## src/rtl/uart_32_bit_transmitter_if.sv

```systemverilog
// Word handshake between the register/bus side and the UART transmitter.
// The bus side is the master; the transmitter is the slave.
interface uart_32_bit_transmitter_if;
  logic [31:0] tx_data;
  logic        tx_valid;
  logic        tx_ready;

  modport master (output tx_data, output tx_valid, input tx_ready);
  modport slave  (input tx_data, input tx_valid, output tx_ready);
endinterface

```

## src/rtl/uart_32_bit_transmitter.sv

```systemverilog
// Serialises one accepted 32-bit word into NUM_BYTES UART frames, LSB byte first.
// All bit timing comes from the upstream baud_tick pulse; clk is never divided here.
module uart_32_bit_transmitter #(
  parameter int NUM_BYTES  = 4,
  parameter int STOP_BITS  = 1,
  parameter int PARITY_EN  = 0,
  parameter int PARITY_ODD = 0
) (
  input  logic                       clk,
  input  logic                       rst,
  input  logic                       baud_tick,
  uart_32_bit_transmitter_if.slave   bus,
  output logic                       tx,
  output logic                       tx_busy,
  output logic                       byte_done
);

  // state  | meaning
  // IDLE   | line high, ready for a word     WAIT  | word latched, waiting first tick
  // START  | start bit on line               DATA  | data bit bit_cnt on line
  // PARITY | parity bit on line              STOP  | stop bit(s) on line
  typedef enum logic [2:0] {
    ST_IDLE, ST_WAIT, ST_START, ST_DATA, ST_PARITY, ST_STOP
  } state_t;

  localparam logic [1:0] LAST_BYTE = 2'(NUM_BYTES - 1);
  localparam logic [1:0] STOP_LOAD = 2'(STOP_BITS - 1);
  localparam logic       ODD       = (PARITY_ODD != 0);

  state_t      state, state_nxt;
  logic [31:0] word, word_nxt;
  logic [1:0]  byte_cnt, byte_cnt_nxt;
  logic [2:0]  bit_cnt, bit_cnt_nxt;
  logic [1:0]  stop_cnt, stop_cnt_nxt;
  logic        tx_nxt, ready, ready_nxt, busy_nxt, byte_done_nxt;
  logic [7:0]  cur_byte;
  logic [2:0]  bit_inc;
  logic        par_bit;

  assign cur_byte     = word[{byte_cnt, 3'b000} +: 8];
  assign bit_inc      = bit_cnt + 3'd1;
  assign par_bit      = (^cur_byte) ^ ODD;
  assign bus.tx_ready = ready;

  always_ff @(posedge clk or negedge rst) begin
    if (!rst) begin
      state     <= ST_IDLE;
      word      <= '0;
      byte_cnt  <= '0;
      bit_cnt   <= '0;
      stop_cnt  <= '0;
      tx        <= 1'b1;
      ready     <= 1'b1;
      tx_busy   <= 1'b0;
      byte_done <= 1'b0;
    end else begin
      state     <= state_nxt;
      word      <= word_nxt;
      byte_cnt  <= byte_cnt_nxt;
      bit_cnt   <= bit_cnt_nxt;
      stop_cnt  <= stop_cnt_nxt;
      tx        <= tx_nxt;
      ready     <= ready_nxt;
      tx_busy   <= busy_nxt;
      byte_done <= byte_done_nxt;
    end
  end

  always_comb begin
    state_nxt     = state;
    word_nxt      = word;
    byte_cnt_nxt  = byte_cnt;
    bit_cnt_nxt   = bit_cnt;
    stop_cnt_nxt  = stop_cnt;
    tx_nxt        = tx;
    ready_nxt     = ready;
    busy_nxt      = tx_busy;
    byte_done_nxt = 1'b0;

    case (state)
      ST_IDLE: begin
        tx_nxt    = 1'b1;
        ready_nxt = 1'b1;
        if (bus.tx_valid && ready) begin
          word_nxt     = bus.tx_data;
          byte_cnt_nxt = '0;
          ready_nxt    = 1'b0;
          busy_nxt     = 1'b1;
          state_nxt    = ST_WAIT;
        end
      end
      ST_WAIT: begin
        tx_nxt = 1'b1;
        if (baud_tick) begin
          tx_nxt    = 1'b0;
          state_nxt = ST_START;
        end
      end
      ST_START: begin
        if (baud_tick) begin
          tx_nxt      = cur_byte[0];
          bit_cnt_nxt = '0;
          state_nxt   = ST_DATA;
        end
      end
      ST_DATA: begin
        if (baud_tick) begin
          if (bit_cnt != 3'd7) begin
            bit_cnt_nxt = bit_inc;
            tx_nxt      = cur_byte[bit_inc];
          end else if (PARITY_EN != 0) begin
            tx_nxt    = par_bit;
            state_nxt = ST_PARITY;
          end else begin
            tx_nxt       = 1'b1;
            stop_cnt_nxt = STOP_LOAD;
            state_nxt    = ST_STOP;
          end
        end
      end
      ST_PARITY: begin
        if (baud_tick) begin
          tx_nxt       = 1'b1;
          stop_cnt_nxt = STOP_LOAD;
          state_nxt    = ST_STOP;
        end
      end
      ST_STOP: begin
        if (baud_tick) begin
          if (stop_cnt != 2'd0) begin
            stop_cnt_nxt = stop_cnt - 2'd1;
          end else begin
            byte_done_nxt = 1'b1;
            // Next byte starts on this same edge: no idle gap between bytes.
            if (byte_cnt != LAST_BYTE) begin
              byte_cnt_nxt = byte_cnt + 2'd1;
              tx_nxt       = 1'b0;
              state_nxt    = ST_START;
            end else begin
              tx_nxt    = 1'b1;
              ready_nxt = 1'b1;
              busy_nxt  = 1'b0;
              state_nxt = ST_IDLE;
            end
          end
        end
      end
      default: begin
        tx_nxt    = 1'b1;
        state_nxt = ST_IDLE;
      end
    endcase
  end

endmodule

```

## src/flat_wrapper.sv

```systemverilog
// flat-port wrapper written by rule: the top's interface ports become plain ports
module uart_32_bit_transmitter_flat 
#(
  parameter int NUM_BYTES  = 4,
  parameter int STOP_BITS  = 1,
  parameter int PARITY_EN  = 0,
  parameter int PARITY_ODD = 0
)
  (clk, rst, baud_tick, tx, tx_busy, byte_done, bus_tx_data, bus_tx_valid, bus_tx_ready);
  uart_32_bit_transmitter_if bus_i ();
  input  logic clk;
  input  logic rst;
  input  logic baud_tick;
  output logic tx;
  output logic tx_busy;
  output logic byte_done;
  input wire logic [$bits(bus_i.tx_data)-1:0] bus_tx_data;
  input wire logic [$bits(bus_i.tx_valid)-1:0] bus_tx_valid;
  output wire logic [$bits(bus_i.tx_ready)-1:0] bus_tx_ready;
  assign bus_i.tx_data = bus_tx_data;
  assign bus_i.tx_valid = bus_tx_valid;
  assign bus_tx_ready = bus_i.tx_ready;
  uart_32_bit_transmitter #(.NUM_BYTES(NUM_BYTES), .STOP_BITS(STOP_BITS), .PARITY_EN(PARITY_EN), .PARITY_ODD(PARITY_ODD)) u_core (.clk(clk), .rst(rst), .baud_tick(baud_tick), .bus(bus_i), .tx(tx), .tx_busy(tx_busy), .byte_done(byte_done));
endmodule
```

## config.mk

```make
export PLATFORM = sky130hd
export DESIGN_NAME = uart_32_bit_transmitter_flat
export DESIGN_NICKNAME = d
export VERILOG_FILES = /design/src/rtl/uart_32_bit_transmitter_if.sv /design/src/rtl/uart_32_bit_transmitter.sv /design/src/flat_wrapper.sv
export SDC_FILE = /design/constraint.sdc
export NUM_CORES = 1
export LEC_CHECK = 0
export ABC_AREA = 0
export BUFFER_PORTS_ARGS = -buffer_cell sky130_fd_sc_hd__buf_2
export CORE_MARGIN = 5
export CORE_UTILIZATION = 45
export DETAILED_ROUTE_END_ITERATION = 10
export HOLD_SLACK_MARGIN = 0.12
export PLACE_DENSITY = 0.68
export SETUP_SLACK_MARGIN = 0.1
export SLEW_MARGIN = 20
export SYNTH_ARGS = -nofsm -noshare
export SYNTH_HDL_FRONTEND = slang
export SYNTH_SLANG_ARGS = --single-unit
```

## constraint.sdc

```tcl
create_clock -name clk -period 2.8 [get_ports clk]
set_input_delay 0.14 -clock clk [delete_from_list [all_inputs] [get_ports clk]]
set_output_delay 0.14 -clock clk [all_outputs]
set_load 0.03 [all_outputs]
```

==> metrics.txt, run 1 <==
Synthesized Nets=222; DP HPWL=roughly 3000 µm; Die ar.=roughly 7000 µm²; adder-cell share of the synthesized area=2.06%; top post-synthesis cells by area=dfrtp_1 (45%), mux2_2 (15%), mux4_1 (5.4%); Setup TNS=0 ns; most frequent cell after synthesis=dfrtp_1; Post-Synth Simple-Gate Area=between 8 and 9%; Slew HR=48.5%; Core ar.=5170 µm²; hold_sp=baud_tick; PortBufs=39; post-synthesis sequential area ratio=47.5%; total wire length=about 4700 µm; Post-synth top cells=dfrtp_1 (44), mux2_2 (33), inv_1 (7), mux2i_1 (7), nand2_1 (7); Static Leakage=around 1.4 nW; Mean Syn Cell Area=13.3 µm²; post-synthesis compound-gate area fraction=a little under a tenth; FFs w/ async S/R, synth=100%; # IOs=40; clock-pin slew on the worst setup and hold paths=around 0.09 ns; reg2reg setup slack=a little over 0.8 ns; clock sink count=46; initial antenna violation count=0; hold path cells=3; die width=between 80 and 90 µm; pin count of the biggest net entering global routing=47; Worst VDD drop=between 0.4 and 0.5 mV; Post-synth top flop=dfrtp_1; Post-Syn Area=between 2000 and 2500 µm²; pwr/cell area=837 nW/µm²; Row Count=26; grt ovf=0; Setup Skew=about 0.0055 ns; DR DRC count=0; GPL Wtd Cong=between 0.7 and 0.8; post-synthesis mux area share=26.4%; Fmax=0.507 GHz; FF-to-FF End=u_core.word[18]; all-layer global routing usage=around 14%; antenna cells=0; CTS tree=built; worst hold slack=~0.22 ns; RR Startpoint=u_core.state[0]; FF+latch count, synth=46; Pre-antenna DRT Iters=4; Tmin final=roughly 2 ns; Total Nets Final=roughly 290; CP Data Required Time=approximately 3.0 ns; Post-DP Area=~2600 µm²; reg2reg path depth=3; worst setup path class=register to register; post-synth cell types=between 40 and 50; combinational family with the most area after synthesis=multiplexers; max-slew violation count=0; Area Overhead vs Synth=25.3%; XOR/XNOR share of the synthesized area=0%; share of layout cells above drive strength 1=~36%; WP data arrival=~2.2 ns; NetSw=approximately 790 µW; Starting Density=a little under half; htree depth=2; Root Buffer=clkbuf_8; MaxCap Viol Count=0; Combinational Power Share=between 30 and 40%; Syn. warnings=0; die height=roughly 83 µm; critical path capture point type=register; vias in the first global route=between 1,500 and 2,000; DR WL/cell=~15 µm; total CTS buffers=5; Finished Cell Area=slightly above 3000 µm²; crit-path max FO=34; worst slew pin tran=slightly below 0.8 ns; Final setup viols=0; Hold Path Class=primary input to register; setup bufs post-CTS=0; part of the power in the clock network=around a fifth; vias=1,673; first-pass GRT wire length=8000 µm; Clock Tree Buf Depth=2; power share of the sequential group=a little under half; final total power=2.55 mW; Pint=between 1.5 and 2 mW; RSZ-0062 raised after global routing=false; Iteration-0 DRC Markers=118; Switching Fraction=around 31%; hold endpoint=u_core.state[2]; Post-Syn Instances=182; EDFF count, synth=0; DRT antenna net count=0; crit share post-route=a little over two thirds; area share of the leading cell type in the synthesized netlist=between 40 and 50%; Worst-Skew Late Latency=0.30 ns; final hold violation count=0; routed vias/inst=roughly 5.2; largest area contributor in the netlist=dfrtp_1; status=finished clean; Setup crit start kind=register
## how the worst max path moves through the flow
stage                      end  depth (start not counted)  slack (ns)                 from
6_report       u_core.word[18]                          3        0.83      u_core.state[0]
5_1_grt        u_core.word[18]                          3        0.69      u_core.state[0]
4_1_cts        u_core.word[18]                          3        0.81      u_core.state[0]
3_5_place_dp   u_core.word[29]                          3        0.83      u_core.state[0]
3_3_place_gp    u_core.word[8]                          3        0.86      u_core.state[0]
2_1_floorplan  u_core.word[11]                          4        1.08  u_core.bus.tx_ready
## per-stage QoR
stage	worst slack (ns)	instances	util, %
final	0.826	320	58.8
after global routing	0.689	320	58.8
after CTS	0.811	320	58.8
after detailed placement	0.825	279	50.2
after global placement	0.861	279	50.2
after floorplan	1.08	182	-
## logic make-up (layout without fill, tap and decap cells)
group,count (synthesis),in the layout
fa+ha+maj,4,4
compound gates,30,30
buf+inv,20,88
flops,46,46
mux,49,49
simple gates,33,33
## flip-flops by register name, summed over array words and instances, names as in the netlist
signal	flops
u_core.bit_cnt	3
u_core.stop_cnt	2
u_core.bus.tx_ready	1
u_core.tx	1
u_core.byte_done	1
u_core.state	3
u_core.byte_cnt	2
u_core.tx_busy	1
u_core.word	32
## routing by layer
metal  vias to the layer above  part of all wire, %  global-route usage [%]  routed length [µm]
met1                       823                   47                    18.8                2200
met2                        27                   50                    22.9                2320
met3                         5                  2.9                    3.06                 135
met5                         -                    0                       0                   0
li1                        818                    -                       -                   -
met4                         0                 0.72                    3.51                  34
## timing repair
item / CTS / global route
hold endpoints to repair: 76 / 0
gates resized for setup: 0 / 0
hold buffers: 33 / 0
## area by class of cell
class | instances | area [µm²]
clock buffer | 5 | 68.8
multi-input combinational | 116 | 1130
inverter | 7 | 26.3
tap | 70 | 87.6
fill | 404 | 2130
timing repair buffer | 73 | 536
clock inverter | 3 | 43.8
sequential | 46 | 1150
## placed cells by master (no fill, tap or decap), types with 3 or more instances in the layout
cell type and n:
nand2b_1 3, nand2_1 7, clkbuf_8 5, mux4_1 5, dfrtp_1 44, dlygate4sd3_1 33, mux2i_1 7, mux2_2 33
nor2_1 6, buf_2 38, nand3_1 3, o21ai_0 3, a22o_1 4, a21oi_1 4, inv_1 7, ha_1 4
## power by group through the flow
stage          Combinational (mW)  Sequential [mW]  Clock, mW
5_1_grt                     0.929             1.25      0.536
4_1_cts                     0.854             1.21      0.512
3_3_place_gp                0.789             1.21          0
2_1_floorplan               0.760             1.12          0
6_report                    0.845             1.21      0.495
3_5_place_dp                0.814             1.22          0
## critical path, stage by stage, from the launching register on
cell     delay (ns)
dfrtp_1        0.67
nor4_4         0.37
buf_4          0.41
mux2_2         0.39
(Power assumes the default switching activity.)
==> run 2, diff against run 1 <==
--- a/config.mk
+++ b/config.mk
@@ -5,7 +5,7 @@
 export SDC_FILE = /design/constraint.sdc
 export NUM_CORES = 1
 export LEC_CHECK = 0
-export ABC_AREA = 0
+export ABC_AREA = 1
 export BUFFER_PORTS_ARGS = -buffer_cell sky130_fd_sc_hd__buf_2
 export CORE_MARGIN = 5
 export CORE_UTILIZATION = 45
==> constraint.sdc (replaced) <==
create_clock -name clk -period 2 [get_ports clk]
set_input_delay 0.1 -clock clk [delete_from_list [all_inputs] [get_ports clk]]
set_output_delay 0.1 -clock clk [all_outputs]
set_load 0.03 [all_outputs]
==> run 2 against run 1 <==
Effect of this change: final area is 2.3% higher; core utilization grew 2.1 points; sequential share of layout area fell by 0.87 points; clock skew up 0.0047 ns; combinational power is 120% higher; critical path depth up 4; power is 68% higher; non-clock buffer count up 5; largest cell class unchanged; register-to-register slack worse by 0.41 ns.
==> metrics.txt, run 2 <==
status=finished clean (unchanged); FFs w/ async S/R, synth=100% (unchanged); EDFF count, synth=0 (unchanged); total wire length=5190 µm (was 4690 µm); Synthesized Nets=352 (was 222); WL met3=207 µm (was 135 µm); commonest non-fill, non-tap cell in the layout=nand2_1 (was dfrtp_1); Core ar.=5110 µm² (was 5170 µm²); WL met1=2520 µm (was 2200 µm); CP Data Required Time=2.23 ns (was 2.99 ns); register area=1150 µm² (unchanged); Switching Fraction=39.3% (was 31.1%); most frequent cell after synthesis=nand2_1 (was dfrtp_1); max-slew violation count=0 (unchanged); Mean Syn Cell Area=7.58 µm² (was 13.3 µm²); worst setup path class=register to register (unchanged); total CTS buffers=5 (unchanged); Clock Tree Buf Depth=2 (unchanged); NetSw=1.68 mW (was 793 µW); combinational family with the most area after synthesis=simple AND/OR/NAND/NOR gates (was multiplexers); WP data arrival=1.82 ns (was 2.16 ns); RR Startpoint=u_core.bit_cnt[0] (was u_core.state[0]); RSZ-0062 raised after global routing=false (unchanged); largest area contributor in the netlist=dfrtp_1 (unchanged); GPL Wtd Cong=0.847 (was 0.778); htree depth=2 (unchanged); post-synth cell types=24 (was 47); pwr/cell area=1370 nW/µm² (was 837 nW/µm²); vias in the first global route=1,992 (was 1,694); DR WL/cell=11.3 µm (was 14.7 µm); area of the multi-input gates=1000 µm² (was 1130 µm²); Top Metal Used=met4 (unchanged); Setup Skew=0.0102 ns (was 0.00551 ns); first-pass GRT wire length=8790 µm (was 8000 µm); Final setup viols=0 (unchanged); final total power=4.28 mW (was 2.55 mW); Fill cells=462 (was 404); Worst VDD drop=0.745 mV (was 0.463 mV); Row Count=26 (unchanged); grt ovf=0 (unchanged); post-synthesis compound-gate area fraction=10.3% (was 9.53%); worst-path cell chain=ha_1 -> ha_1 -> o21ai_2 -> o21ai_0 -> nand2_2 -> nor3_1 -> a21oi_1 (was nor4_4 -> buf_4 -> mux2_2); Total Nets Final=427 (was 289); routed vias/inst=4.64 (was 5.23); WL met2=2390 µm (was 2320 µm); post-synthesis sequential area ratio=48.8% (was 47.5%); Post-synth top cells=nand2_1 (106), dfrtp_1 (44), inv_1 (37) (was dfrtp_1 (44), mux2_2 (33), inv_1 (7), mux2i_1 (7), nand2_1 (7)); Tmin final=1.59 ns (was 1.97 ns); CTS tree=built (unchanged); Starting Density=46.3% (was 47.0%); DR DRC count=0 (unchanged); Die ar.=6800 µm² (was 6970 µm²); Setup crit start kind=register (unchanged); Post-CTS Resized=0 (unchanged); Setup TNS=0 ns (unchanged); Combinational Power Share=43.3% (was 33.2%); clock sink count=46 (unchanged); leading registers by flop count=u_core.word: 32 flops, u_core.bit_cnt: 3 flops, u_core.state: 3 flops (unchanged); Pre-antenna DRT Iters=4 (unchanged); Post-synth top flop=dfrtp_1 (unchanged); critical path capture point type=register (unchanged); adder-cell share of the synthesized area=2.12% (was 2.06%); Syn. warnings=0 (unchanged); area share of the leading cell type in the synthesized netlist=46.6% (was 45.3%); crit share post-route=79.4% (was 70.5%); XOR/XNOR share of the synthesized area=0% (unchanged); share of layout cells above drive strength 1=17.5% (was 36.4%); Worst-Skew Late Latency=0.31 ns (was 0.30 ns); Biggest register=u_core.word (unchanged); # IOs=40 (unchanged); Slew HR=61.7% (was 48.5%); crit-path max FO=6 (was 34); Finished Cell Area=3110 µm² (was 3040 µm²); Post-Syn Instances=312 (was 182); Post-Synth Simple-Gate Area=29.8% (was 8.45%); Buf/Inv on CP=0 (was 1); CP max stage delay=0.45 ns (was 0.67 ns); initial antenna violation count=0 (unchanged); Area Overhead vs Synth=31.8% (was 25.3%); max reg flops=32 (unchanged); pin count of the biggest net entering global routing=47 (unchanged); antenna cells=0 (unchanged); part of the power in the clock network=19.8% (was 19.4%); clock-pin slew on the worst setup and hold paths=0.09 ns (about the same); Fmax=0.630 GHz (was 0.507 GHz); Root Buffer=clkbuf_8 (unchanged); Static Leakage=1.58 nW (was 1.38 nW); PortBufs=39 (unchanged); die width=82.5 µm (was 83.5 µm); CP delay by family, top=flip-flops (unchanged); post-synthesis mux area share=0% (was 26.4%); Iteration-0 DRC Markers=140 (was 118); FF+latch count, synth=46 (unchanged); DRT antenna net count=0 (unchanged); Crit-path slowest cell=dfrtp_1 (unchanged); MaxCap Viol Count=0 (unchanged); Pint=2.59 mW (was 1.75 mW); Post-DP Area=2630 µm² (was 2600 µm²); most frequent cells in the layout=nand2_1 (106), dfrtp_1 (44), buf_2 (39) (was dfrtp_1 (44), buf_2 (38), mux2_2 (33), dlygate4sd3_1 (33)); top post-synthesis cells by area=dfrtp_1 (47%), nand2_1 (17%), o21ai_0 (7.4%) (was dfrtp_1 (45%), mux2_2 (15%), mux4_1 (5.4%)); hold_sp=bus_tx_valid (was baud_tick); CP startpoint=u_core.bit_cnt[0] (was u_core.state[0]); vias=2,126 (was 1,673); final hold violation count=0 (unchanged); all-layer global routing usage=17.1% (was 13.9%); DP HPWL=3590 µm (was 3020 µm); Post-Syn Area=2360 µm² (was 2430 µm²); Hold Path Class=primary input to register (unchanged); die height=82.5 µm (was 83.5 µm); power share of the sequential group=36.8% (was 47.4%); CP dominant cell by count=ha_1; worst slew pin tran=0.575 ns (was 0.773 ns)
-- run 2: cell types whose count changed in the layout (fill, tap and decap cells not counted), sizes merged, moves of 7 or more --
| cell | change |
|---|---|
| inv | +33 |
| mux2 | -35 |
| mux2i | -7 |
| mux4 | -7 |
| nand2 | +101 |
| nand3 | +28 |
| nor2 | +17 |
| o21ai | +34 |
-- run 2: power by group through the flow --
| stage | combinational (mW) | clock (mW) | sequential [mW] |
|---|---|---|---|
| 6_report | 1.85 | 0.848 | 1.58 |
| 3_5_place_dp | 1.81 | 0 | 1.60 |
| 2_1_floorplan | 1.36 | 0 | 1.62 |
| 5_1_grt | 2.13 | 0.910 | 1.62 |
| 4_1_cts | 1.87 | 0.872 | 1.58 |
| 3_3_place_gp | 1.78 | 0 | 1.59 |
-- run 2: cells by family (layout without fill, tap and decap cells) --
kind of cell | Yosys count | in the layout
DFF | 46 | 46
buffers and inverters | 51 | 127
and+or+nand+nor | 165 | 165
adders and majority gates | 4 | 4
AOI/OAI and AO/OA | 46 | 46
-- run 2: stage by stage --
step	worst slack (ns)	cells	utilization, %	hold WS [ns]
after floorplan	0.515	312	-	-0.196
after global placement	0.450	416	51.5	0.227
after detailed placement	0.429	416	51.5	0.228
after CTS	0.409	458	61.0	0.368
after global routing	0.248	458	61.0	0.401
final	0.413	458	61.0	0.367
-- run 2: layout make-up --
| cell class | count | share of cell area [%] |
|---|---|---|
| clock inverters | 2 | 1.93 |
| clock buffers | 6 | 2.65 |
| multi-input cells | 215 | 32.2 |
| well taps | 70 | 2.81 |
| repair buffers | 78 | 18.4 |
| inverters | 41 | 4.94 |
| flip-flops and latches | 46 | 37.0 |
-- run 2: tightest hold or removal path: stages --
cell and delay [ns]:
buf_2 0.08, nand2_1 0.10, inv_1 0.09, nor2_2 0.06
o21ai_0 0.16, nand2_1 0.05
-- run 2: path summary, 6_finish.rpt --
check | endpoint | slack (ns) | depth (start not counted)
max in group asynchronous | u_core.byte_done | 1.20 | 3
min in group asynchronous | u_core.word[5] | 0.41 | 3
min | u_core.tx_busy | 0.37 | 6
max | u_core.state[0] | 0.41 | 7
max reg2reg | u_core.state[0] | 0.41 | 7
min reg2reg | u_core.word[16] | 0.48 | 2
-- run 2: per-layer routing --
metal  GRT usage [%]  vias up
met5               0        -
met1            22.2      955
met2            27.9       39
met3            3.90        6
li1                -     1126
met4            5.98        0
-- run 2: what timing repair did --
action	in CTS	in global routing
hold endpoints to repair	77	0
buffers inserted	0	0
hold buffers	34	0
==> run 3, diff against run 2 <==
--- a/config.mk
+++ b/config.mk
@@ -11,7 +11,7 @@
 export CORE_UTILIZATION = 45
 export DETAILED_ROUTE_END_ITERATION = 10
 export HOLD_SLACK_MARGIN = 0.12
-export PLACE_DENSITY = 0.68
+export PLACE_DENSITY = 0.71
 export SETUP_SLACK_MARGIN = 0.1
 export SLEW_MARGIN = 20
 export SYNTH_ARGS = -nofsm -noshare
==> constraint.sdc (replaced) <==
create_clock -name clk -period 1.3 [get_ports clk]
set_input_delay 0.065 -clock clk [delete_from_list [all_inputs] [get_ports clk]]
set_output_delay 0.065 -clock clk [all_outputs]
set_load 0.03 [all_outputs]
==> run 3 against run 2 <==
Effect of this change: the run now ends with setup timing left; sequential power grew 61%; final area up 29%; critical path type unchanged; worst setup slack got worse by 0.69 ns; fmax is 0.77% higher; final cell count rose by 11%; largest cell class is now multi-input combinational cells; hold slack got worse by 0.13 ns; critical endpoint is now u_core.word[6]; critical path depth is 1 higher; via count is 25% higher; die area unchanged; clock skew decreased by 0.0024 ns.
==> metrics.txt, run 3 (synthesized netlist as in run 2, its figures left out) <==
Clock Tree Buf Depth=2 (unchanged); DRT antenna net count=0 (unchanged); vias=2,663 (was 2,126); clock-pin slew on the worst setup and hold paths=0.09 ns (about the same); max reg flops=32 (unchanged); Static Leakage=2.01 nW (was 1.58 nW); share of layout cells above drive strength 1=46.0% (was 17.5%); grt ovf=0 (unchanged); die height=82.5 µm (unchanged); violated checks=setup timing; CP Capture Point=u_core.word[6] (was u_core.state[0]); htree depth=2 (unchanged); Area Overhead vs Synth=69.7% (was 31.8%); Post-DP Area=2870 µm² (was 2630 µm²); PortBufs=39 (unchanged); pin count of the biggest net entering global routing=47 (unchanged); Pre-antenna DRT Iters=5 (was 4); Total Nets Final=476 (was 427); total CTS buffers=5 (unchanged); pwr/cell area=2170 nW/µm² (was 1370 nW/µm²); first-pass GRT wire length=11,100 µm (was 8790 µm); total wire length=8340 µm (was 5190 µm); final setup margin=-0.275 ns (was 0.413 ns); all-layer global routing usage=21.5% (was 17.1%); DR DRC count=0 (unchanged); commonest non-fill, non-tap cell in the layout=nand2_1 (unchanged); Final Util=78.5% (was 61.0%); DP Worst Slack=-0.216 ns (was 0.429 ns); initial antenna violation count=0 (unchanged); Worst-Skew Late Latency=0.31 ns (about the same); routed vias/inst=5.25 (was 4.64); Starting Density=46.3% (unchanged); Finished Cell Area=4010 µm² (was 3110 µm²); crit-path max FO=5 (was 6); # IOs=40 (unchanged); Final setup viols=44 (was 0); clock sink count=46 (unchanged); Worst VDD drop=1.07 mV (was 0.745 mV); Row Count=26 (unchanged); critical path capture point type=register (unchanged); CTS tree=built (unchanged); RR Startpoint=u_core.state[1] (was u_core.bit_cnt[0]); crit share post-route=121% (was 79.4%); WP data arrival=1.78 ns (was 1.82 ns); vias in the first global route=2,464 (was 1,992); DR WL/cell=16.4 µm (was 11.3 µm); most frequent cells in the layout=nand2_1 (65), dfrtp_1 (41), buf_4 (38), buf_2 (38), dlygate4sd3_1 (34) (was nand2_1 (106), dfrtp_1 (44), buf_2 (39)); Core ar.=5110 µm² (unchanged); Slew HR=81.5% (was 61.7%); Setup crit start kind=register (unchanged); antenna cells=0 (unchanged); MaxCap Viol Count=0 (unchanged); RSZ-0062 raised after global routing=true (was false); worst setup path class=register to register (unchanged); reg2reg setup slack=-0.28 ns (was 0.41 ns); die width=82.5 µm (unchanged); CP startpoint=u_core.state[1] (was u_core.bit_cnt[0]); DP HPWL=3990 µm (was 3590 µm); Tmin final=1.58 ns (was 1.59 ns); leading registers by flop count=u_core.word: 32 flops, u_core.bit_cnt: 3 flops, u_core.state: 3 flops (unchanged); GPL Wtd Cong=0.833 (was 0.847); reg2reg path depth=8 (was 7); FF-to-FF End=u_core.word[6] (was u_core.state[0]); Hold Path Class=primary input to register (unchanged); status=finished, violations left (was finished clean); Root Buffer=clkbuf_8 (unchanged); Iteration-0 DRC Markers=313 (was 140); Setup Skew=0.00784 ns (was 0.0102 ns); Biggest register=u_core.word (unchanged); CP Data Required Time=1.50 ns (was 2.23 ns); Die ar.=6800 µm² (unchanged); worst slew pin tran=0.276 ns (was 0.575 ns); max-slew violation count=0 (unchanged); Fmax=0.635 GHz (was 0.630 GHz); final hold violation count=0 (unchanged)
## run 3: changes by cell type in the layout (fill, tap and decap cells not counted), moves of 5 or more
cell / delta
o21ai_0: -29
o21ai_2: +15
nor2_4: +5
nor2_1: -6
buf_6: +8
inv_1: -6
o21ai_1: +12
nand2_1: -41
nand2_2: +26
nand2_4: +15
buf_4: +33
## run 3: how the worst min path moves through the flow
stage                     cells after the start  slack [ns]           endpoint         start
final                                         6        0.23     u_core.tx_busy  bus_tx_valid
after global routing                          6        0.27     u_core.tx_busy  bus_tx_valid
after CTS                                     6        0.22     u_core.tx_busy  bus_tx_valid
after detailed placement                      2        0.06    u_core.word[13]           rst
after global placement                        2        0.06     u_core.word[2]           rst
after floorplan                               0       -0.23  u_core.bit_cnt[0]           rst
## run 3: cell type report
| type | count | area (µm²) |
|---|---|---|
| inverters | 41 | 166 |
| repair buffers | 127 | 1120 |
| well taps | 70 | 87.6 |
| clock buffers | 7 | 76.3 |
| flip-flops and latches | 46 | 1160 |
| clock inverters | 1 | 7.51 |
| fillers | 331 | 1100 |
| multi-input cells | 215 | 1400 |
## run 3: metal layers
layer  GRT usage [%]  vias to the layer above  wire, µm
met5               0                        -         0
met3            3.36                       32       571
li1                -                     1237         -
met1            26.5                     1259      3110
met2            37.8                      135      4350
met4            7.48                        0       314
## run 3: where the power goes
group	total [mW]	leakage (nW)	internal, mW	switching [mW]
clock network	0.874	0.0385	0.381	0.493
logic	5.29	1.40	2.38	2.91
registers	2.54	0.569	2.12	0.419
## run 3: metrics by stage
step	hold WS, ns	std cells	power, mW	setup TNS [ns]
after floorplan	-0.231	312	4.70	-1.20
after global placement	0.0642	440	5.76	-3.01
after detailed placement	0.0643	440	5.85	-3.07
after CTS	0.216	495	7.47	-4.13
after global routing	0.269	507	9.26	-8.52
final	0.233	507	8.70	-6.28
## run 3: repair_timing
| item | 4_1_cts | 5_1_grt |
|---|---|---|
| cloned | 3 | 6 |
| setup buffers | 10 | 6 |
| resized for setup | 53 | 94 |
| hold endpoints to repair | 79 | 0 |
| hold buffers | 34 | 0 |
| pin swaps | 18 | 14 |
| endpoints found under the setup margin | 46 | 45 |
## run 3: worst max-delay path, cell delays in order, from the launching register on
cell and delay [ns]:
dfrtp_1 0.41, buf_6 0.13, nor2_4 0.15, nand2_4 0.09
nor2_4 0.19, buf_6 0.17, buf_6 0.14, nand2_2 0.05
o21ai_1 0.15
